$ cat src/rtl/i2c_reg_sequencer_if.sv
// i2c_reg_sequencer_if
//   Groups the request/response handshake of the register sequencer and the
//   per-byte command bus it drives into the underlying i2c_master.
//
//   Request side : req_valid/req_ready, req_rw, req_dev_addr, req_reg_addr,
//                  req_wdata -> rsp_valid, rsp_rdata, rsp_nack, rsp_timeout, busy
//   Command side : i2c_en, i2c_trig, i2c_start, i2c_stop, i2c_ack, tx_data
//                  <- tx_ready, tx_done, i2c_nack, rx_data, rx_done
//
//   modport master : the sequencer itself (drives commands and responses)
//   modport slave  : its environment (requester plus the i2c_master core)
interface i2c_reg_sequencer_if;
  logic       req_valid;
  logic       req_ready;
  logic       req_rw;
  logic [6:0] req_dev_addr;
  logic [7:0] req_reg_addr;
  logic [7:0] req_wdata;
  logic       rsp_valid;
  logic [7:0] rsp_rdata;
  logic       rsp_nack;
  logic       rsp_timeout;
  logic       busy;
  logic       i2c_en;
  logic       i2c_trig;
  logic       i2c_start;
  logic       i2c_stop;
  logic       i2c_ack;
  logic [7:0] tx_data;
  logic       tx_ready;
  logic       tx_done;
  logic       i2c_nack;
  logic [7:0] rx_data;
  logic       rx_done;

  modport master (
    input  req_valid, req_rw, req_dev_addr, req_reg_addr, req_wdata,
    input  tx_ready, tx_done, i2c_nack, rx_data, rx_done,
    output req_ready, rsp_valid, rsp_rdata, rsp_nack, rsp_timeout, busy,
    output i2c_en, i2c_trig, i2c_start, i2c_stop, i2c_ack, tx_data
  );

  modport slave (
    output req_valid, req_rw, req_dev_addr, req_reg_addr, req_wdata,
    output tx_ready, tx_done, i2c_nack, rx_data, rx_done,
    input  req_ready, rsp_valid, rsp_rdata, rsp_nack, rsp_timeout, busy,
    input  i2c_en, i2c_trig, i2c_start, i2c_stop, i2c_ack, tx_data
  );
endinterface

$ cat src/rtl/i2c_reg_sequencer.sv
// i2c_reg_sequencer
//   Turns one register-level request (single-byte write or read at a
//   device/register address) into the START/address/data/STOP command list
//   for i2c_master, collects ACK status and read data, and returns a
//   one-cycle response. A per-command watchdog aborts a hung bus.
//
//   Parameters : TIMEOUT_CYCLES - max cycles a single master command may take
//   Ports      : clk   - system clock
//                reset - synchronous, active-high
//                bus   - i2c_reg_sequencer_if.master (request/response and
//                        master command bus)
module i2c_reg_sequencer #(
  parameter int TIMEOUT_CYCLES = 100000
) (
  input logic                 clk,
  input logic                 reset,
  i2c_reg_sequencer_if.master bus
);

  localparam int WdW = (TIMEOUT_CYCLES > 2) ? $clog2(TIMEOUT_CYCLES) : 1;
  localparam logic [WdW-1:0] WdLast = WdW'(TIMEOUT_CYCLES - 1);

  // Command codes as {stop,start}
  localparam logic [1:0] CmdWrite = 2'b00;
  localparam logic [1:0] CmdStart = 2'b01;
  localparam logic [1:0] CmdStop  = 2'b10;
  localparam logic [1:0] CmdRead  = 2'b11;

  typedef enum logic [2:0] {
    IDLE, SETUP, TRIG, WAIT_XFER, WAIT_READY, RESP, RECOVER
  } state_t;

  typedef struct packed {
    logic [1:0] code;
    logic [7:0] data;
    logic       ack;
  } cmd_t;

  state_t         state_q,   state_d;
  logic [2:0]     step_q,    step_d;
  logic           rw_q,      rw_d;
  logic [6:0]     devAddr_q, devAddr_d;
  logic [7:0]     regAddr_q, regAddr_d;
  logic [7:0]     wdata_q,   wdata_d;
  logic           nack_q,    nack_d;
  logic [7:0]     rdata_q,   rdata_d;
  logic           timeout_q, timeout_d;
  logic [WdW-1:0] wdog_q,    wdog_d;
  logic           recCnt_q,  recCnt_d;
  logic           afterTrig_q;
  logic           enable_q;
  cmd_t           cmd_q,     cmd_d;
  logic [2:0]     lastStep;
  logic [2:0]     nextStep;

  // Step list. Write: START, {dev,0}, reg, wdata, STOP.
  // Read: START, {dev,0}, reg, START, {dev,1}, READ(nack), STOP.
  function automatic cmd_t decodeStep(input logic rw, input logic [6:0] dev,
                                      input logic [7:0] regAddr,
                                      input logic [7:0] wdata,
                                      input logic [2:0] step);
    cmd_t c;
    c.code = CmdStop;
    c.data = 8'h00;
    c.ack  = 1'b0;
    case (step)
      3'd0: c.code = CmdStart;
      3'd1: begin c.code = CmdWrite; c.data = {dev, 1'b0}; end
      3'd2: begin c.code = CmdWrite; c.data = regAddr; end
      3'd3: begin
        if (rw) c.code = CmdStart;
        else begin c.code = CmdWrite; c.data = wdata; end
      end
      3'd4: if (rw) begin c.code = CmdWrite; c.data = {dev, 1'b1}; end
      3'd5: begin c.code = CmdRead; c.ack = 1'b1; end
      default: ;
    endcase
    return c;
  endfunction

  assign lastStep = rw_q ? 3'd6 : 3'd4;
  // After a NACK the remaining bytes are skipped but the bus is still released
  assign nextStep = nack_q ? lastStep : step_q + 3'd1;

  // Next-state logic. The command registers are only reloaded on SETUP
  // entry, so the master never sees them change while it is busy.
  always_comb begin
    state_d   = state_q;
    step_d    = step_q;
    rw_d      = rw_q;
    devAddr_d = devAddr_q;
    regAddr_d = regAddr_q;
    wdata_d   = wdata_q;
    nack_d    = nack_q;
    rdata_d   = rdata_q;
    timeout_d = timeout_q;
    wdog_d    = wdog_q;
    recCnt_d  = 1'b0;
    cmd_d     = cmd_q;
    case (state_q)
      IDLE: begin
        if (enable_q && bus.req_valid) begin
          rw_d      = bus.req_rw;
          devAddr_d = bus.req_dev_addr;
          regAddr_d = bus.req_reg_addr;
          wdata_d   = bus.req_wdata;
          nack_d    = 1'b0;
          rdata_d   = 8'h00;
          timeout_d = 1'b0;
          step_d    = 3'd0;
          wdog_d    = '0;
          cmd_d     = decodeStep(bus.req_rw, bus.req_dev_addr,
                                 bus.req_reg_addr, bus.req_wdata, 3'd0);
          state_d   = SETUP;
        end
      end
      SETUP: begin
        if (wdog_q == WdLast) state_d = RECOVER;
        else begin
          wdog_d = wdog_q + WdW'(1);
          if (bus.tx_ready) state_d = TRIG;
        end
      end
      TRIG: begin
        // WRITE and READ have equal code bits; START/STOP do not
        if (cmd_q.code[1] == cmd_q.code[0]) state_d = WAIT_XFER;
        else                                state_d = WAIT_READY;
      end
      WAIT_XFER: begin
        if (wdog_q == WdLast) state_d = RECOVER;
        else begin
          wdog_d = wdog_q + WdW'(1);
          if (cmd_q.code == CmdWrite && bus.tx_done) begin
            nack_d  = nack_q | bus.i2c_nack;
            state_d = WAIT_READY;
          end else if (cmd_q.code == CmdRead && bus.rx_done) begin
            rdata_d = bus.rx_data;
            state_d = WAIT_READY;
          end
        end
      end
      WAIT_READY: begin
        if (wdog_q == WdLast) state_d = RECOVER;
        else begin
          wdog_d = wdog_q + WdW'(1);
          // tx_ready may still be stale in the cycle right after the strobe
          if (bus.tx_ready && !afterTrig_q) begin
            if (step_q == lastStep) state_d = RESP;
            else begin
              step_d  = nextStep;
              cmd_d   = decodeStep(rw_q, devAddr_q, regAddr_q, wdata_q, nextStep);
              wdog_d  = '0;
              state_d = SETUP;
            end
          end
        end
      end
      RESP: state_d = IDLE;
      RECOVER: begin
        recCnt_d = 1'b1;
        if (recCnt_q) begin
          timeout_d = 1'b1;
          rdata_d   = 8'h00;
          state_d   = RESP;
        end
      end
      default: state_d = IDLE;
    endcase
  end

  // State and datapath registers; enable_q holds outputs at their reset
  // values for the whole reset period and one cycle beyond
  always_ff @(posedge clk) begin
    if (reset) begin
      state_q     <= IDLE;
      step_q      <= 3'd0;
      rw_q        <= 1'b0;
      devAddr_q   <= 7'h00;
      regAddr_q   <= 8'h00;
      wdata_q     <= 8'h00;
      nack_q      <= 1'b0;
      rdata_q     <= 8'h00;
      timeout_q   <= 1'b0;
      wdog_q      <= '0;
      recCnt_q    <= 1'b0;
      afterTrig_q <= 1'b0;
      enable_q    <= 1'b0;
      cmd_q       <= '0;
    end else begin
      state_q     <= state_d;
      step_q      <= step_d;
      rw_q        <= rw_d;
      devAddr_q   <= devAddr_d;
      regAddr_q   <= regAddr_d;
      wdata_q     <= wdata_d;
      nack_q      <= nack_d;
      rdata_q     <= rdata_d;
      timeout_q   <= timeout_d;
      wdog_q      <= wdog_d;
      recCnt_q    <= recCnt_d;
      afterTrig_q <= (state_q == TRIG);
      enable_q    <= 1'b1;
      cmd_q       <= cmd_d;
    end
  end

  assign bus.req_ready   = enable_q && (state_q == IDLE);
  assign bus.busy        = (state_q != IDLE);
  assign bus.i2c_en      = enable_q && (state_q != RECOVER);
  assign bus.i2c_trig    = (state_q == TRIG);
  assign bus.i2c_stop    = cmd_q.code[1];
  assign bus.i2c_start   = cmd_q.code[0];
  assign bus.tx_data     = cmd_q.data;
  assign bus.i2c_ack     = cmd_q.ack;
  assign bus.rsp_valid   = (state_q == RESP);
  assign bus.rsp_nack    = (state_q == RESP) && nack_q;
  assign bus.rsp_timeout = (state_q == RESP) && timeout_q;
  // Read data is only reported on a clean completion
  assign bus.rsp_rdata   = ((state_q == RESP) && !nack_q && !timeout_q) ? rdata_q : 8'h00;

endmodule

$ cat src/flat_wrapper.sv
// flat-port wrapper written by rule: the top's interface ports become plain ports
module i2c_reg_sequencer_flat 
#(
  parameter int TIMEOUT_CYCLES = 100000
)
  (clk, reset, bus_req_valid, bus_req_rw, bus_req_dev_addr, bus_req_reg_addr, bus_req_wdata, bus_tx_ready, bus_tx_done, bus_i2c_nack, bus_rx_data, bus_rx_done, bus_req_ready, bus_rsp_valid, bus_rsp_rdata, bus_rsp_nack, bus_rsp_timeout, bus_busy, bus_i2c_en, bus_i2c_trig, bus_i2c_start, bus_i2c_stop, bus_i2c_ack, bus_tx_data);
  i2c_reg_sequencer_if bus_i ();
  input logic clk;
  input logic reset;
  input wire logic [$bits(bus_i.req_valid)-1:0] bus_req_valid;
  input wire logic [$bits(bus_i.req_rw)-1:0] bus_req_rw;
  input wire logic [$bits(bus_i.req_dev_addr)-1:0] bus_req_dev_addr;
  input wire logic [$bits(bus_i.req_reg_addr)-1:0] bus_req_reg_addr;
  input wire logic [$bits(bus_i.req_wdata)-1:0] bus_req_wdata;
  input wire logic [$bits(bus_i.tx_ready)-1:0] bus_tx_ready;
  input wire logic [$bits(bus_i.tx_done)-1:0] bus_tx_done;
  input wire logic [$bits(bus_i.i2c_nack)-1:0] bus_i2c_nack;
  input wire logic [$bits(bus_i.rx_data)-1:0] bus_rx_data;
  input wire logic [$bits(bus_i.rx_done)-1:0] bus_rx_done;
  output wire logic [$bits(bus_i.req_ready)-1:0] bus_req_ready;
  output wire logic [$bits(bus_i.rsp_valid)-1:0] bus_rsp_valid;
  output wire logic [$bits(bus_i.rsp_rdata)-1:0] bus_rsp_rdata;
  output wire logic [$bits(bus_i.rsp_nack)-1:0] bus_rsp_nack;
  output wire logic [$bits(bus_i.rsp_timeout)-1:0] bus_rsp_timeout;
  output wire logic [$bits(bus_i.busy)-1:0] bus_busy;
  output wire logic [$bits(bus_i.i2c_en)-1:0] bus_i2c_en;
  output wire logic [$bits(bus_i.i2c_trig)-1:0] bus_i2c_trig;
  output wire logic [$bits(bus_i.i2c_start)-1:0] bus_i2c_start;
  output wire logic [$bits(bus_i.i2c_stop)-1:0] bus_i2c_stop;
  output wire logic [$bits(bus_i.i2c_ack)-1:0] bus_i2c_ack;
  output wire logic [$bits(bus_i.tx_data)-1:0] bus_tx_data;
  assign bus_i.req_valid = bus_req_valid;
  assign bus_i.req_rw = bus_req_rw;
  assign bus_i.req_dev_addr = bus_req_dev_addr;
  assign bus_i.req_reg_addr = bus_req_reg_addr;
  assign bus_i.req_wdata = bus_req_wdata;
  assign bus_i.tx_ready = bus_tx_ready;
  assign bus_i.tx_done = bus_tx_done;
  assign bus_i.i2c_nack = bus_i2c_nack;
  assign bus_i.rx_data = bus_rx_data;
  assign bus_i.rx_done = bus_rx_done;
  assign bus_req_ready = bus_i.req_ready;
  assign bus_rsp_valid = bus_i.rsp_valid;
  assign bus_rsp_rdata = bus_i.rsp_rdata;
  assign bus_rsp_nack = bus_i.rsp_nack;
  assign bus_rsp_timeout = bus_i.rsp_timeout;
  assign bus_busy = bus_i.busy;
  assign bus_i2c_en = bus_i.i2c_en;
  assign bus_i2c_trig = bus_i.i2c_trig;
  assign bus_i2c_start = bus_i.i2c_start;
  assign bus_i2c_stop = bus_i.i2c_stop;
  assign bus_i2c_ack = bus_i.i2c_ack;
  assign bus_tx_data = bus_i.tx_data;
  i2c_reg_sequencer #(.TIMEOUT_CYCLES(TIMEOUT_CYCLES)) u_core (.clk(clk), .reset(reset), .bus(bus_i));
endmodule
$ cat config.mk
export PLATFORM = sky130hd
export DESIGN_NAME = i2c_reg_sequencer_flat
export DESIGN_NICKNAME = d
export VERILOG_FILES = /design/src/rtl/i2c_reg_sequencer_if.sv /design/src/rtl/i2c_reg_sequencer.sv /design/src/flat_wrapper.sv
export SDC_FILE = /design/constraint.sdc
export NUM_CORES = 1
export LEC_CHECK = 0
export BUFFER_PORTS_ARGS = -buffer_cell sky130_fd_sc_hd__buf_4
export CAP_MARGIN = 30
export CORE_ASPECT_RATIO = 1.75
export CORE_UTILIZATION = 43
export DETAILED_ROUTE_END_ITERATION = 6
export SKIP_CTS_REPAIR_TIMING = 1
export SYNTH_ARGS = -nofsm -noshare
export SYNTH_HDL_FRONTEND = slang
export SYNTH_SLANG_ARGS = --single-unit
$ cat constraint.sdc
create_clock -name clk -period 2.6 [get_ports clk]
set_clock_uncertainty 0.05 [all_clocks]
set_input_delay 0.13 -clock clk [delete_from_list [all_inputs] [get_ports clk]]
set_output_delay 0.13 -clock clk [all_outputs]
set_load 0.05 [all_outputs]
# --- Word level (Yosys, flattened, before mapping) ---
# Cells that the tools add are included.
classes:
  mul: 0
  reduce_logical: 31
  n_div: 0
  n_addsub: 2
  n_eq_ne: 29
  shifts: 0
  bitwise: 1
  muxes: 51
  order_cmp: 0
op_table:
  columns: ["cell", "count"]
  rows:
  - ["2-to-1 mux 17 bit", 5]
  - ["2-to-1 mux 8 bit", 7]
  - ["case mux 17 bit (3 select lines)", 1]
  - ["2-to-1 mux 3 bit", 16]
  - ["2-to-1 mux 11 bit", 4]
  - ["case mux 8 bit (4 select lines)", 1]
  - ["case mux 8 bit (3 select lines)", 1]
  - ["case mux 11 bit (2 select lines)", 1]
  - ["case mux 3 bit (6 select lines)", 1]
  - ["adder 17 x 1 -> 17 bit, second input constant", 1]
  - ["== test 17 bit, second input constant", 1]
  - ["== test 3 bit, second input constant", 5]
  - ["== test 3 x 2 -> 1 bit, second input constant", 4]
  - ["logical AND 1 bit", 10]
  - ["2-to-1 mux 10 bit", 1]
  - ["!= test 2 x 1 -> 1 bit, second input constant", 5]
  - ["!= test 2 bit, second input constant", 5]
  - ["case mux 2 bit (5 select lines)", 1]
  - ["AND reduction 5 bit", 2]
  - ["nonzero test 3 bit", 3]
  - ["2-to-1 mux 1 bit", 8]
  - ["AND reduction 4 bit", 2]
  - ["== test 3 x 1 -> 1 bit, second input constant", 2]
  - ["logical NOT 3 bit", 2]
  - ["other kinds (19)", 25]
totals:
  latch_bits: 0
  ramBits: 0
  out_inout_bits: 26
  romBits: 0
  wordCells: 130
  mem_count: 0
  ff_bits: 71

# --- Longest topological paths before layout ---
# Gate-level depths: netlist of run 1.
logic_depth:
  ltp_word: 9
  ltp_mapped: 9

# --- Least setup slack after synthesis of run 1 ---
# OpenSTA, ideal clock, no wires.
synth_timing:
  kind: "reg-to-output"
  from: "register u_core.state_q[2]"
  to: "output port bus_rsp_rdata[0]"
  arrival_time_ns: 2.309
  stages_incl_launch_ff: 6
  slack_ns: 0.111
  path_cell_list: "dfxtp_1 -> clkbuf_1 -> nor2b_1 -> and2_1 -> nor3b_1 -> and2_1"
synth_via:
  elab_chain_len: 4
synth_rtl:
  columns: ["item", "line", "text"]
  rows:
  - ["from (decl)", "i2c_reg_sequencer.sv:39", "state_t state_q, state_d;"]
  - ["from (signal assigned)", "i2c_reg_sequencer.sv:190", "state_q <= state_d;"]
  - ["== test 3 bit", null, null]
  - ["net bus_rsp_valid", "flat_wrapper.sv:21", "output wire logic [$bits(bus_i.rsp_valid)-1:0] bus_rsp_valid;"]
  - ["logical AND 1 bit (2 in series)", "i2c_reg_sequencer.sv:219", "assign bus.rsp_rdata = ((state_q == RESP) && !nack_q && !timeout_q) ? rdata_q : 8'h00;"]
  - ["2-to-1 mux 8 bit", "i2c_reg_sequencer.sv:219", null]
  - ["to (decl)", "flat_wrapper.sv:22", "output wire logic [$bits(bus_i.rsp_rdata)-1:0] bus_rsp_rdata;"]
# The timed path passes the listed nets, and every way through them passes these cells.

# --- Worst setup path after layout of run 1 ---
layout_timing:
  from: "register u_core.wdog_q[0]"
  to: "register u_core.cmd_q (netlist bit u_core.bus.tx_data[3])"
layout_via:
  elab_chain_len: 3
layout_rtl:
  columns: ["item", "line", "text"]
  rows:
  - ["from (decl)", "i2c_reg_sequencer.sv:48", "logic [WdW-1:0] wdog_q, wdog_d;"]
  - ["from (signal assigned)", "i2c_reg_sequencer.sv:199", "wdog_q <= wdog_d;"]
  - ["== test 17 bit", "i2c_reg_sequencer.sv:143", "if (wdog_q == WdLast) state_d = RECOVER;"]
  - ["!= test 2 bit (no line)", null, null]
  - ["AND reduction 5 bit (no line)", null, null]
  - ["to (signal assigned)", "i2c_reg_sequencer.sv:203", "cmd_q <= cmd_d;"]
  - ["to (decl)", "i2c_reg_sequencer.sv:52", "cmd_t cmd_q, cmd_d;"]
# Every way passes these cells.
# A chain may end at the register's enable or synchronous reset.

==> results, run 1 <==
- The count of final hold-check violations is 14.
- The cell taking the most area after synthesis is sky130_fd_sc_hd__dfxtp_1.
- The library cell used most frequently in the layout, excluding fill and tap cells, is sky130_fd_sc_hd__buf_4.
- The number of violations of the max-capacitance limit is 0.
- Setup repair after global routing left no endpoint under its margin.
- Summed over all layers, the routed wires come to 8529 µm.
- The number of distinct library cell variants in the gate-level netlist after synthesis is 62.
- The count of antenna-violating nets left after detailed routing is 0.
- The post-synthesis cell count is 400.
- The setup TNS is 0 ns.
- The repair_antennas step left the layout with diodes totalling 0.
- The share of cells above drive strength 1 is 22.77%.
- By area the synthesized netlist is led by sky130_fd_sc_hd__dfxtp_1 42%, sky130_fd_sc_hd__nand2_1 7.5%, sky130_fd_sc_hd__a21oi_1 5.7%.
- The top cell family by delay on the critical path is simple AND/OR/NAND/NOR gates.
- The analysis attributes to cell leakage a power of 1.737 nW.
- The min-delay analysis places its worst path in the category primary input to flip-flop.
- The clock edge transition at the registers on the reported setup and hold paths is 0.06 ns.
- The first routing iteration left 232 violations.
- Counting flops with a built-in enable in the synthesized netlist gives 0.
- Of all flip-flops after synthesis, the portion carrying an async set or reset was 0%.
- The total overflow left after global routing is 0.
- The number of global-route vias before repair was 3017.
- Of the available clock period, the critical path in the final layout requires 91.38%.
- In the routed layout, each cell is associated on average with a via count of 5.408.
- Once the floorplan was initialized, standard cells occupied 44.70% of the core.
- The clock tree from TritonCTS is yes.
- The max-slew headroom at the worst pin is 52.44%.
- The area enclosed by the die boundary is 8294 µm².
- The pin count of the biggest net entering global routing is 41.
- The net count of the finished layout is 521.
- The average detailed-routed wire length per instance is 14.94 µm.
- Registers take 1421 µm².
- The source of the worst hold timing path is bus_req_reg_addr[7].
- The total CTS buffers is 9.
- Input and output buffers added on the ports amount to 64.
- The critical path is of the flip-flop to flip-flop type.
- At the worst endpoint, the required time is 2.81 ns.
- The final reports fail on negative hold slack.
- Summing internal, switching and leakage power gives 3.512 mW.
- The cell depth of the worst flop-to-flop path is 8.
- The setup check on the worst reg-to-reg path leaves a slack of 0.22 ns.
- From synthesis to final layout, the design area changed by 29.79%.
- The worst ir drop on vdd is 0.0005386 V.
- The floorplan step defined a core boundary enclosing 7620 µm².
- Yosys printed 0 warnings.
- The kind of start point of the critical path is a flip-flop.
- In this run the cell area measured after placement is 3995 µm².
- The achievable clock frequency is 420.9 MHz.
- The synthesized design devotes to its leading area cell type 41.73% of total area.
- The number of detailed-route iterations in the first pass is 4.
- After routing the design area is 4420 µm².
- The library cells used most frequently in the layout, excluding fill and tap cells, are 78 x sky130_fd_sc_hd__buf_4, 71 x sky130_fd_sc_hd__dfxtp_1, 68 x sky130_fd_sc_hd__nand2_1.
- For this design, the slowest cell found on the critical path is sky130_fd_sc_hd__or4_4.
- The most critical setup path has its startpoint at u_core.wdog_q[0].
- The main flop type after synthesis is sky130_fd_sc_hd__dfxtp_1.
- The area of the multi-input gates is 1852 µm².
- The max-slew violation total from the final report came to 0.
- The count of vias placed by the detailed router is 3088.
- The number of nets in the synthesized netlist is 443.
- The chip height is 119.7 µm.
- The number of top-level pins is 65.
- The number of cells on the worst hold path is 3.
- The layout filler cell count is 715.
- The signal on the critical path passes through ha_1 -> nand3_1 -> or4_4 -> nor2_8 -> a21oi_2 -> buf_4 -> nor2_2 -> o2bb2ai_1.
- The largest fanout on the critical path is 10.
- At the pin with the least slew margin, the transition time is 0.7075 ns.
- The final-report setup violation count is 0.
- The clock tree synthesis step divided the H-tree into 3 levels.
- The clock passes through at most 2 buffers.
- The post-layout minimum cycle time is 2.376 ns.
- In this run the critical register-to-register path is captured at u_core.bus.tx_data[3].
- A synthesized cell averages 8.514 µm².
- The flow ran to the end, but the final reports show violations.
- The overall track demand over capacity in global routing is 21.42%.
- Summing the sequential cell areas from Yosys gives 41.73% of the chip area.
- The synthesized flop and latch total is 71.
- Summing every instance area after synthesis gives 3406 µm².
- For this run, the slowest stage of the critical path takes 0.56 ns.
- The endpoint of the worst hold-timing path is u_core.regAddr_q[7].
- The number of antenna violations at the first check in global routing is 0.
- The power per unit of standard cell area is 794.4 nW/µm².
- The routability-driven placement congestion ratio is 0.8107.
- In this run the core area contains 42 standard-cell rows.
- The wire length of the first global-routing pass is 13930 µm.
- The clock net sink count is 71.
- The width of the die is 69.28 µm.
- The tightest hold path in the finished design has a slack of -0.01243 ns.
- The sum of net half-perimeters after detailed placement is 5956 µm.
- After detailed routing, the number of remaining DRC violations is 0.
- The number of buffers and inverters on the critical path is 1.
- The worst path arrival time is 2.59 ns.
- The worst register-to-register path begins at u_core.wdog_q[0].
- The clock tree root driver cell is sky130_fd_sc_hd__clkbuf_16.
- The later-pin clock latency in the skew report is 0.34 ns.
- STA classifies the critical path endpoint as a flip-flop.
[worst register-to-register path, stage by stage, from the launching register on]
cell,delay (ns)
sky130_fd_sc_hd__dfxtp_1,0.39
sky130_fd_sc_hd__ha_1,0.23
sky130_fd_sc_hd__nand3_1,0.12
sky130_fd_sc_hd__or4_4,0.56
sky130_fd_sc_hd__nor2_8,0.17
sky130_fd_sc_hd__a21oi_2,0.09
sky130_fd_sc_hd__buf_4,0.19
sky130_fd_sc_hd__nor2_2,0.34
sky130_fd_sc_hd__o2bb2ai_1,0.17
[worst max path at each step]
stage                                        to  slack [ns]  depth (start not counted)
after floorplan                bus_rsp_rdata[0]        0.11                          5
after global placement    u_core.bus.tx_data[0]        0.31                          8
after detailed placement  u_core.bus.tx_data[4]        0.24                          8
after CTS                 u_core.bus.tx_data[2]        0.19                          8
after global routing      u_core.bus.tx_data[3]        0.06                          8
final                     u_core.bus.tx_data[3]        0.22                          8
[sequential cells by signal, summed over array words and instances (netlist names), 3 cells and up]
signal / flops
u_core.bus.tx_data: 8
u_core.devAddr_q: 7
u_core.rdata_q: 8
u_core.regAddr_q: 8
u_core.state_q: 3
u_core.step_q: 3
u_core.wdata_q: 8
u_core.wdog_q: 17
[routing by layer]
layer  vias up  track usage, %  part of all wire [%]
met5         -               0                     0
met4         0           11.99                   2.8
met3        15           4.114                   3.1
met2        66           39.75                    54
met1      1429           21.99                    40
li1       1578               -                     -
[cell type report]
type | instances | area share, %
clock buffers | 11 | 5.265
clock inverters | 5 | 1.868
inverters | 7 | 0.5944
multi-input cells | 300 | 41.89
flip-flops and latches | 71 | 32.15
well taps | 88 | 2.491
repair buffers | 89 | 15.74
[stage by stage]
| stage | hold slack (ns) | utilization [%] | worst slack (ns) | cells |
|---|---|---|---|---|
| after global routing | 0.002578 | 58.01 | 0.06008 | 571 |
| final | -0.01243 | 58.01 | 0.2242 | 571 |
| after floorplan | 0.2012 | - | 0.1106 | 400 |
| after global placement | 0.2976 | 52.43 | 0.3068 | 544 |
| after detailed placement | 0.2929 | 52.43 | 0.2362 | 544 |
| after CTS | -0.05264 | 56.57 | 0.1920 | 560 |
[cell families (layout without fill, tap and decap cells)]
logic type	after synthesis	in the layout	synth area share, %
compound gates	88	88	18.41
simple gates	185	185	28.33
mux	5	5	1.543
buf+inv	29	112	3.894
flops	71	71	41.73
fa+ha+maj	4	4	1.470
xor+xnor	18	18	4.629
[report_power, final]
group / internal [mW] / total [mW] / switching (mW)
registers: 1.17 / 1.25 / 0.0733
clock network: 0.842 / 1.31 / 0.464
logic: 0.347 / 0.959 / 0.612
[cell usage after synthesis, types with 4 or more instances]
library cell and number:
sky130_fd_sc_hd__dfxtp_1 71, sky130_fd_sc_hd__nand2_1 68, sky130_fd_sc_hd__a21oi_1 39, sky130_fd_sc_hd__nor2_1 31
sky130_fd_sc_hd__clkbuf_1 15, sky130_fd_sc_hd__xnor2_1 14, sky130_fd_sc_hd__and2_1 11, sky130_fd_sc_hd__nor3_1 10
sky130_fd_sc_hd__nand3_1 9, sky130_fd_sc_hd__a22o_1 8, sky130_fd_sc_hd__nand2b_1 8, sky130_fd_sc_hd__nor4_1 8
sky130_fd_sc_hd__o2bb2ai_1 8, sky130_fd_sc_hd__a222oi_1 7, sky130_fd_sc_hd__inv_1 7, sky130_fd_sc_hd__and3_1 5
sky130_fd_sc_hd__nand4_1 5, sky130_fd_sc_hd__nor2b_1 5, sky130_fd_sc_hd__buf_2 4, sky130_fd_sc_hd__ha_1 4
sky130_fd_sc_hd__nor3b_1 4, sky130_fd_sc_hd__nor4b_1 4, sky130_fd_sc_hd__o21ai_0 4, sky130_fd_sc_hd__xor2_1 4
Note: power is estimated with default switching activity, not from simulation.
==> run 2, diff against run 1 <==
--- a/config.mk
+++ b/config.mk
@@ -8,8 +8,10 @@
 export BUFFER_PORTS_ARGS = -buffer_cell sky130_fd_sc_hd__buf_4
 export CAP_MARGIN = 30
 export CORE_ASPECT_RATIO = 1.75
+export CORE_MARGIN = 1.5
 export CORE_UTILIZATION = 43
 export DETAILED_ROUTE_END_ITERATION = 6
+export GPL_TIMING_DRIVEN = 0
 export SKIP_CTS_REPAIR_TIMING = 1
 export SYNTH_ARGS = -nofsm -noshare
 export SYNTH_HDL_FRONTEND = slang
==> results, run 2 (synthesis results as in run 1) <==
- The clock tree from TritonCTS is yes (unchanged).
- The max-slew violation total from the final report is 0 (unchanged).
- The number of buffer cells added on primary ports is 64 (unchanged).
- The average detailed-routed wire length per instance is 15.79 µm (was 14.94 µm).
- The most flop-heavy register was u_core.wdog_q (unchanged).
- The final routed DRC violation total is 0 (unchanged).
- The flip-flop count of the largest register after layout is 17 (unchanged).
- The standard-cell row count is 42 (unchanged).
- The area enclosed by the die boundary was 8484 µm² (was 8294 µm²).
- The later-pin clock latency in the skew report is 0.34 ns (about the same).
- The worst hold-check slack was -0.009535 ns (was -0.01243 ns).
- The routed wire length is 9145 µm (was 8529 µm).
- The worst setup path category is flip-flop to flip-flop (unchanged).
- The final cell count without fillers is 579 (was 571).
- The clock tree buffer depth is 2 (unchanged).
- Setup repair after global routing missed its margin: no (unchanged).
- The count of final hold-check violations is 13 (was 14).
- The share of cells above drive strength 1 is 21.79% (was 22.77%).
- The endpoint of the worst hold-timing path is u_core.devAddr_q[6] (was u_core.regAddr_q[7]).
- The power per unit of standard cell area is 813.6 nW/µm² (was 794.4 nW/µm²).
- The kind of end point of the critical path is a flip-flop (unchanged).
- The count of vias placed by the detailed router is 3202 (was 3088).
- The clock net sink count is 71 (unchanged).
- The total congestion overflow after global routing came to 0 (unchanged).
- Failing checks: negative hold slack (unchanged).
- The initial cell density of the core is 44.70% (unchanged).
- The number of antenna violations at the first check in global routing is 0 (unchanged).
- The number of cells on the worst hold path was 3 (unchanged).
- The placed cell area is 3996 µm² (was 3995 µm²).
- The worst path arrival time is 2.68 ns (was 2.59 ns).
- The number of violations of the max-capacitance limit is 0 (unchanged).
- The total CTS buffers came to 9 (unchanged).
- The layout filler cell count is 718 (was 715).
- The worst ir drop on vdd is 0.0004464 V (was 0.0005386 V).
- The number of top-level pins was 65 (unchanged).
- Cell Chain, Critical Path: ha_1 -> nand3_1 -> or4_4 -> nor2_8 -> a21oi_2 -> buf_2 -> nor2_2 -> o2bb2ai_1 (was ha_1 -> nand3_1 -> or4_4 -> nor2_8 -> a21oi_2 -> buf_4 -> nor2_2 -> o2bb2ai_1).
- The final-report setup violation count is 0 (unchanged).
- The critical-path cell with the highest stage delay is sky130_fd_sc_hd__or4_4 (unchanged).
- The chip height is 120.7 µm (was 119.7 µm).
- The wire length of the first global-routing pass is 14500 µm (was 13930 µm).
- The antenna cell count is 0 (unchanged).
- The number of nets in the final layout is 529 (was 521).
- The area of all placed cells without fillers is 4486 µm² (was 4420 µm²).
- The internal reg-to-reg setup slack is 0.13 ns (was 0.22 ns).
- The width of the die is 70.28 µm (was 69.28 µm).
- The final worst slack is 0.1335 ns (was 0.2242 ns).
- The pin count of the biggest net entering global routing was 12 (was 41).
- The slew of the pin with the lowest slew margin was 0.8163 ns (was 0.7075 ns).
- The growth of design area from synthesis to finish is 31.70% (was 29.79%).
- The count of antenna-violating nets left after detailed routing is 0 (unchanged).
- The startpoint of the worst register-to-register path is u_core.wdog_q[0] (unchanged).
- The achievable clock frequency was 405.4 MHz (was 420.9 MHz).
- The max-slew headroom at the worst pin is 45.13% (was 52.44%).
- The final cycle utilization of the critical path is 94.87% (was 91.38%).
- The most frequent standard cell in the layout excluding fill and tap cells is sky130_fd_sc_hd__dfxtp_1 (was sky130_fd_sc_hd__buf_4).
- The routability-driven placement congestion ratio is 0.8583 (was 0.8107).
- The number of cells in the design after placement is 552 (was 544).
- The required time at the endpoint of the critical path is 2.82 ns (was 2.81 ns).
- The worst flop-to-flop path endpoint is u_core.bus.tx_data[7] (was u_core.bus.tx_data[3]).
- The critical path buffer and inverter count was 1 (unchanged).
- The clock tree root driver cell is sky130_fd_sc_hd__clkbuf_16 (unchanged).
- The source of the worst hold timing path is bus_req_dev_addr[6] (was bus_req_reg_addr[7]).
- The detail-routed via count per cell is 5.530 (was 5.408).
- The iteration-0 DRC count of the detailed router is 214 (was 232).
- The sum of net half-perimeters after detailed placement is 6567 µm (was 5956 µm).
- The delay of the slowest critical-path stage was 0.57 ns (was 0.56 ns).
- The top cell family by delay on the critical path is simple AND/OR/NAND/NOR gates (unchanged).
- The cell depth of the worst flop-to-flop path is 8 (unchanged).
- The overall track demand over capacity in global routing was 21.87% (was 21.42%).
- Leading cell types in the layout, fill and taps excluded: 71 x sky130_fd_sc_hd__dfxtp_1, 68 x sky130_fd_sc_hd__nand2_1, 65 x sky130_fd_sc_hd__buf_4 (was 78 x sky130_fd_sc_hd__buf_4, 71 x sky130_fd_sc_hd__dfxtp_1, 68 x sky130_fd_sc_hd__nand2_1).
- The post-layout minimum cycle time came to 2.467 ns (was 2.376 ns).
- Run status: complete, but fails checks (unchanged).
- The kind of start point of the critical path is a flip-flop (unchanged).
- The clock edge transition at the registers on the reported setup and hold paths was 0.06 ns (about the same).
- The deepest level of the CTS H-tree is 3 (unchanged).
- The largest fanout on the critical path is 10 (unchanged).
- The worst min-delay path category is primary input to flip-flop (unchanged).
- The number of global-route vias before repair is 3039 (was 3017).
- The core footprint is 7620 µm² (unchanged).
- The reported leakage power is 1.748 nW (was 1.737 nW).
- The number of detailed-route iterations in the first pass is 4 (unchanged).
- The worst setup timing slack at the placement stage is -0.1678 ns (was 0.2362 ns).
==> run 2: cell types whose count changed in the layout (fill, tap and decap cells not counted), moves of 2 or more <==
cell	before	now
sky130_fd_sc_hd__buf_2	0	4
sky130_fd_sc_hd__buf_4	78	65
sky130_fd_sc_hd__buf_6	0	2
sky130_fd_sc_hd__clkbuf_1	2	17
sky130_fd_sc_hd__clkinv_4	2	0
==> run 2: area by class of cell <==
type	instances	area [µm²]	share of cell area [%]
plain buffers	22	107.6	2.399
clock buffers	13	250.2	5.579
clock inverters	3	90.09	2.008
inverters	7	26.28	0.5858
multi-input cells	300	1889	42.12
flip-flops and latches	71	1421	31.69
well taps	88	110.1	2.455
repair buffers	75	590.6	13.17
==> run 2: power breakdown <==
| group | internal, mW | leakage, nW | switching (mW) |
|---|---|---|---|
| sequential | 1.17 | 0.575 | 0.0563 |
| combinational | 0.351 | 1.01 | 0.659 |
| clock | 0.964 | 0.164 | 0.445 |
==> run 2: layer usage <==
metal / part of all wire, % / up-vias / GRT usage, % / wire length [µm]
li1: - / 1590 / - / -
met1: 39 / 1516 / 23.95 / 3612
met2: 54 / 80 / 39.62 / 4975
met3: 4.1 / 16 / 3.750 / 374
met4: 2.0 / 0 / 11.06 / 182
met5: 0 / - / 0 / 0
==> run 2: tightest hold or removal path: stages <==
cell and delay [ns]:
sky130_fd_sc_hd__buf_4 0.10, sky130_fd_sc_hd__nand2_1 0.05, sky130_fd_sc_hd__a21oi_1 0.05
==> run 2: worst max-delay path by stage <==
stage	startpoint	depth (start not counted)	endpoint	slack, ns
finish	u_core.wdog_q[0]	8	u_core.bus.tx_data[7]	0.13
floorplan	u_core.state_q[2]	5	bus_rsp_rdata[0]	0.11
detailed placement	u_core.step_q[0]	6	u_core.bus.tx_data[1]	-0.17
global route	u_core.wdog_q[0]	8	u_core.bus.tx_data[7]	0.02
CTS	u_core.state_q[2]	6	bus_rsp_rdata[2]	-0.31
global placement	u_core.step_q[0]	6	u_core.bus.tx_data[2]	-0.17
==> run 2: stage by stage <==
stage	utilization [%]	power, mW	setup TNS (ns)	hold WS (ns)
finish	58.87	3.649	0	-0.009535
global route	58.87	3.814	0	0.0005577
CTS	56.91	3.660	-3.409	-0.04641
detailed placement	52.45	2.238	-0.8696	0.2954
global placement	52.45	2.233	-0.8703	0.2962
floorplan	-	1.958	0	0.2012
==> run 3, diff against run 2 <==
--- a/config.mk
+++ b/config.mk
@@ -5,6 +5,7 @@
 export SDC_FILE = /design/constraint.sdc
 export NUM_CORES = 1
 export LEC_CHECK = 0
+export ABC_AREA = 1
 export BUFFER_PORTS_ARGS = -buffer_cell sky130_fd_sc_hd__buf_4
 export CAP_MARGIN = 30
 export CORE_ASPECT_RATIO = 1.75
==> results, run 3 <==
- The final cell count without fillers came to 850 (was 579).
- Setup repair after global routing missed its margin: no (unchanged).
- The final worst slack is 0.5138 ns (was 0.1335 ns).
- The iteration-0 DRC count of the detailed router was 174 (was 214).
- The count of antenna-violating nets left after detailed routing is 0 (unchanged).
- The setup TNS is 0 ns (unchanged).
- The cell taking the most area after synthesis is sky130_fd_sc_hd__dfxtp_1 (unchanged).
- The net count after synthesis is 693 (was 443).
- The share of synthesized cell area in and, or, nand and nor gates is 39.13% (was 28.32%).
- The post-synthesis cell count came to 650 (was 400).
- The final-report setup violation count is 0 (unchanged).
- The final routed DRC violation total is 0 (unchanged).
- The later-pin clock latency in the skew report is 0.33 ns (was 0.34 ns).
- Ranking of synthesized cells by area: sky130_fd_sc_hd__dfxtp_1 35%, sky130_fd_sc_hd__nand2_1 14%, sky130_fd_sc_hd__nor2_1 11% (was sky130_fd_sc_hd__dfxtp_1 42%, sky130_fd_sc_hd__nand2_1 7.5%, sky130_fd_sc_hd__a21oi_1 5.7%).
- The internal power was 2.367 mW (was 2.489 mW).
- The growth of design area from synthesis to finish was 23.16% (was 31.70%).
- The chip height is 131.1 µm (was 120.7 µm).
- The core footprint is 9094 µm² (was 7620 µm²).
- The source of the worst hold timing path is bus_req_reg_addr[0] (was bus_req_dev_addr[6]).
- The worst min-delay path category is primary input to flip-flop (unchanged).
- The part of the Yosys area used for sequential elements is 35.22% (was 41.73%).
- The power per unit of standard cell area is 769.5 nW/µm² (was 813.6 nW/µm²).
- The max-slew violation total from the final report is 0 (unchanged).
- Top cells by count, synth: 148 x sky130_fd_sc_hd__nand2_1, 115 x sky130_fd_sc_hd__nor2_1, 93 x sky130_fd_sc_hd__inv_1, 71 x sky130_fd_sc_hd__dfxtp_1, 56 x sky130_fd_sc_hd__nand3_1 (was 71 x sky130_fd_sc_hd__dfxtp_1, 68 x sky130_fd_sc_hd__nand2_1, 39 x sky130_fd_sc_hd__a21oi_1, 31 x sky130_fd_sc_hd__nor2_1, 15 x sky130_fd_sc_hd__clkbuf_1).
- The total CTS buffers was 9 (unchanged).
- The achievable clock frequency is 479.3 MHz (was 405.4 MHz).
- The sum of net half-perimeters after detailed placement came to 9380 µm (was 6567 µm).
- The final cycle utilization of the critical path is 80.24% (was 94.87%).
- The beginning of the critical path is u_core.step_q[0] (was u_core.wdog_q[0]).
- The kind of start point of the critical path is a flip-flop (unchanged).
- The final core utilization is 54.65% (was 58.87%).
- The multiplexer area fraction after synthesis is 0% (was 1.543%).
- The portion of total power attributed to combinational logic is 33.1% (was 27.7%).
- The count of vias placed by the detailed router is 4215 (was 3202).
- The number of cells in the design after placement was 834 (was 552).
- The worst ir drop on vdd is 0.0004570 V (was 0.0004464 V).
- The number of detailed-route iterations in the first pass is 4 (unchanged).
- The share of cells above drive strength 1 was 16.85% (was 21.79%).
- The pin count of the biggest net entering global routing is 13 (was 12).
- The number of warnings printed during yosys synthesis came to 0 (unchanged).
- The clock net sink count was 71 (unchanged).
- The clock tree buffer depth was 2 (unchanged).
- The number of nets in the final layout is 768 (was 529).
- The sum of internal, switching and leakage power is 3.824 mW (was 3.649 mW).
- The reported leakage power is 2.183 nW (was 1.748 nW).
- The average instance area after synthesis came to 6.208 µm² (was 8.514 µm²).
- The worst path arrival time came to 2.24 ns (was 2.68 ns).
- The initial cell density of the core is 44.37% (was 44.70%).
- The post-layout minimum cycle time came to 2.086 ns (was 2.467 ns).
- The worst setup path category is flip-flop to flip-flop (unchanged).
- The number of enable flip-flop cells after synthesis is 0 (unchanged).
- The detail-routed via count per cell is 4.959 (was 5.530).
- The area share of xor/xnor cells in the synthesized design is 0% (was 4.629%).
- The average detailed-routed wire length per instance came to 13.83 µm (was 15.79 µm).
- The clock edge transition at the registers on the reported setup and hold paths is 0.06 ns (about the same).
- The number of top-level pins is 65 (unchanged).
- The wire length of the first global-routing pass is 19380 µm (was 14500 µm).
- Run status: complete, no violations (was complete, but fails checks).
- The standard-cell row count is 46 (was 42).
- The total congestion overflow after global routing is 0 (unchanged).
- The number of antenna violations at the first check in global routing is 0 (unchanged).
- The clock tree from TritonCTS is yes (unchanged).
- The number of distinct library cell variants in the gate-level netlist after synthesis is 32 (was 62).
- The width of the die is 76.23 µm (was 70.28 µm).
- The most flop-heavy register is u_core.wdog_q (unchanged).
- The synthesized-area fraction occupied by adder cells is 1.240% (was 1.470%).
- The number of global-route vias before repair is 4166 (was 3039).
- The routed wire length is 11760 µm (was 9145 µm).
- The routability-driven placement congestion ratio is 0.9321 (was 0.8583).
- The switching power summed over all nets came to 1.457 mW (was 1.160 mW).
- The deepest level of the CTS H-tree came to 3 (unchanged).
- The number of buffer cells added on primary ports came to 64 (unchanged).
- The area enclosed by the die boundary is 9997 µm² (was 8484 µm²).
- The overall track demand over capacity in global routing is 24.46% (was 21.87%).
- The netlist area before placement was 4035 µm² (was 3406 µm²).
- The main combinational cell family by area after synthesis is simple AND/OR/NAND/NOR gates (unchanged).
- Leading cell types in the layout, fill and taps excluded: 148 x sky130_fd_sc_hd__nand2_1, 115 x sky130_fd_sc_hd__nor2_1, 93 x sky130_fd_sc_hd__inv_1 (was 71 x sky130_fd_sc_hd__dfxtp_1, 68 x sky130_fd_sc_hd__nand2_1, 65 x sky130_fd_sc_hd__buf_4).
- The count of final hold-check violations is 0 (was 13).
- The top cell type's share of synthesized area is 35.22% (was 41.73%).
- The worst setup timing slack at the placement stage is 0.5503 ns (was -0.1678 ns).
- The clock tree root driver cell is sky130_fd_sc_hd__clkbuf_16 (unchanged).
- The sequential share of power is 34.3% (was 33.7%).
- The required time at the endpoint of the critical path was 2.76 ns (was 2.82 ns).
- The most frequent cell after synthesis was sky130_fd_sc_hd__nand2_1 (was sky130_fd_sc_hd__dfxtp_1).
- The slew of the pin with the lowest slew margin came to 0.6506 ns (was 0.8163 ns).
- The number of violations of the max-capacitance limit is 0 (unchanged).
- The antenna cell count is 0 (unchanged).
- The clock group share of total power is 32.5% (was 38.6%).
- The max-slew headroom at the worst pin is 56.47% (was 45.13%).
- The proportion of total power due to net switching is 38.11% (was 31.79%).
- The synthesized flop and latch total was 71 (unchanged).
- The startpoint of the worst register-to-register path was u_core.step_q[0] (was u_core.wdog_q[0]).
- The layout filler cell count came to 997 (was 718).
- The main flop type after synthesis is sky130_fd_sc_hd__dfxtp_1 (unchanged).
- The kind of end point of the critical path is a flip-flop (unchanged).
- The largest fanout on the critical path was 7 (was 10).
- The post-synthesis compound-gate area fraction was 12.12% (was 18.41%).
- The most frequent standard cell in the layout excluding fill and tap cells is sky130_fd_sc_hd__nand2_1 (was sky130_fd_sc_hd__dfxtp_1).
- The proportion of synthesized flip-flops having asynchronous set or reset was 0% (unchanged).
- The flip-flop count of the largest register after layout is 17 (unchanged).
==> run 3: per-stage QoR <==
stage                     cell area (µm²)  hold WS [ns]
after floorplan                      4040        0.2346
after global placement               4671        0.3642
after detailed placement             4671        0.3695
after CTS                            4970       0.01898
after global routing                 4970       0.02794
final                                4970       0.02441
==> run 3: cell type report <==
type	count	area, µm²	share of cell area, %
Clock inverter	6	60.06	1.208
Clock buffer	10	239.0	4.809
Timing Repair Buffer	64	480.5	9.668
Tap cell	120	150.1	3.021
Sequential cell	71	1421	28.60
Buffer	19	106.4	2.140
Inverter	103	389.1	7.830
Multi-Input combinational cell	457	2123	42.72
==> run 3: kinds of logic (layout without fill, tap and decap cells) <==
kind of cell,count (synthesis),after routing
buffers and inverters,122,202
AO/OA/AOI/OAI,92,92
AND/OR/NAND/NOR,361,361
adder cells (fa/ha/maj),4,4
flip-flops,71,71
==> run 3: critical path: stages, from the launching register on <==
cell	delay, ns
sky130_fd_sc_hd__dfxtp_1	0.33
sky130_fd_sc_hd__ha_1	0.33
sky130_fd_sc_hd__o21ai_0	0.30
sky130_fd_sc_hd__nand2_1	0.20
sky130_fd_sc_hd__nand2_1	0.11
sky130_fd_sc_hd__inv_1	0.05
sky130_fd_sc_hd__o21ai_2	0.35
sky130_fd_sc_hd__nor2_1	0.10
sky130_fd_sc_hd__nor2_1	0.10
sky130_fd_sc_hd__nor2_1	0.04
==> run 3: layer usage <==
layer | wire length [µm] | vias to the layer above | track usage, %
li1 | - | 2203 | -
met1 | 4269 | 1890 | 23.13
met2 | 6503 | 87 | 47.77
met3 | 350 | 35 | 4.236
met4 | 631 | 0 | 13.99
met5 | 0 | - | 0
==> run 3: final timing paths <==
kind	endpoint	slack [ns]	cells past startpoint
max	u_core.bus.tx_data[1]	0.51	9
min reg2reg	u_core.devAddr_q[3]	0.41	2
max reg2reg	u_core.bus.tx_data[1]	0.51	9
min	u_core.regAddr_q[0]	0.02	3
==> run 3: power groups by stage <==
stage | logic (mW) | registers (mW) | clock network [mW]
after detailed placement | 1.27 | 1.34 | 0
after CTS | 1.28 | 1.31 | 1.27
final | 1.27 | 1.31 | 1.24
after floorplan | 0.886 | 1.34 | 0
after global placement | 1.25 | 1.33 | 0
after global routing | 1.42 | 1.33 | 1.31
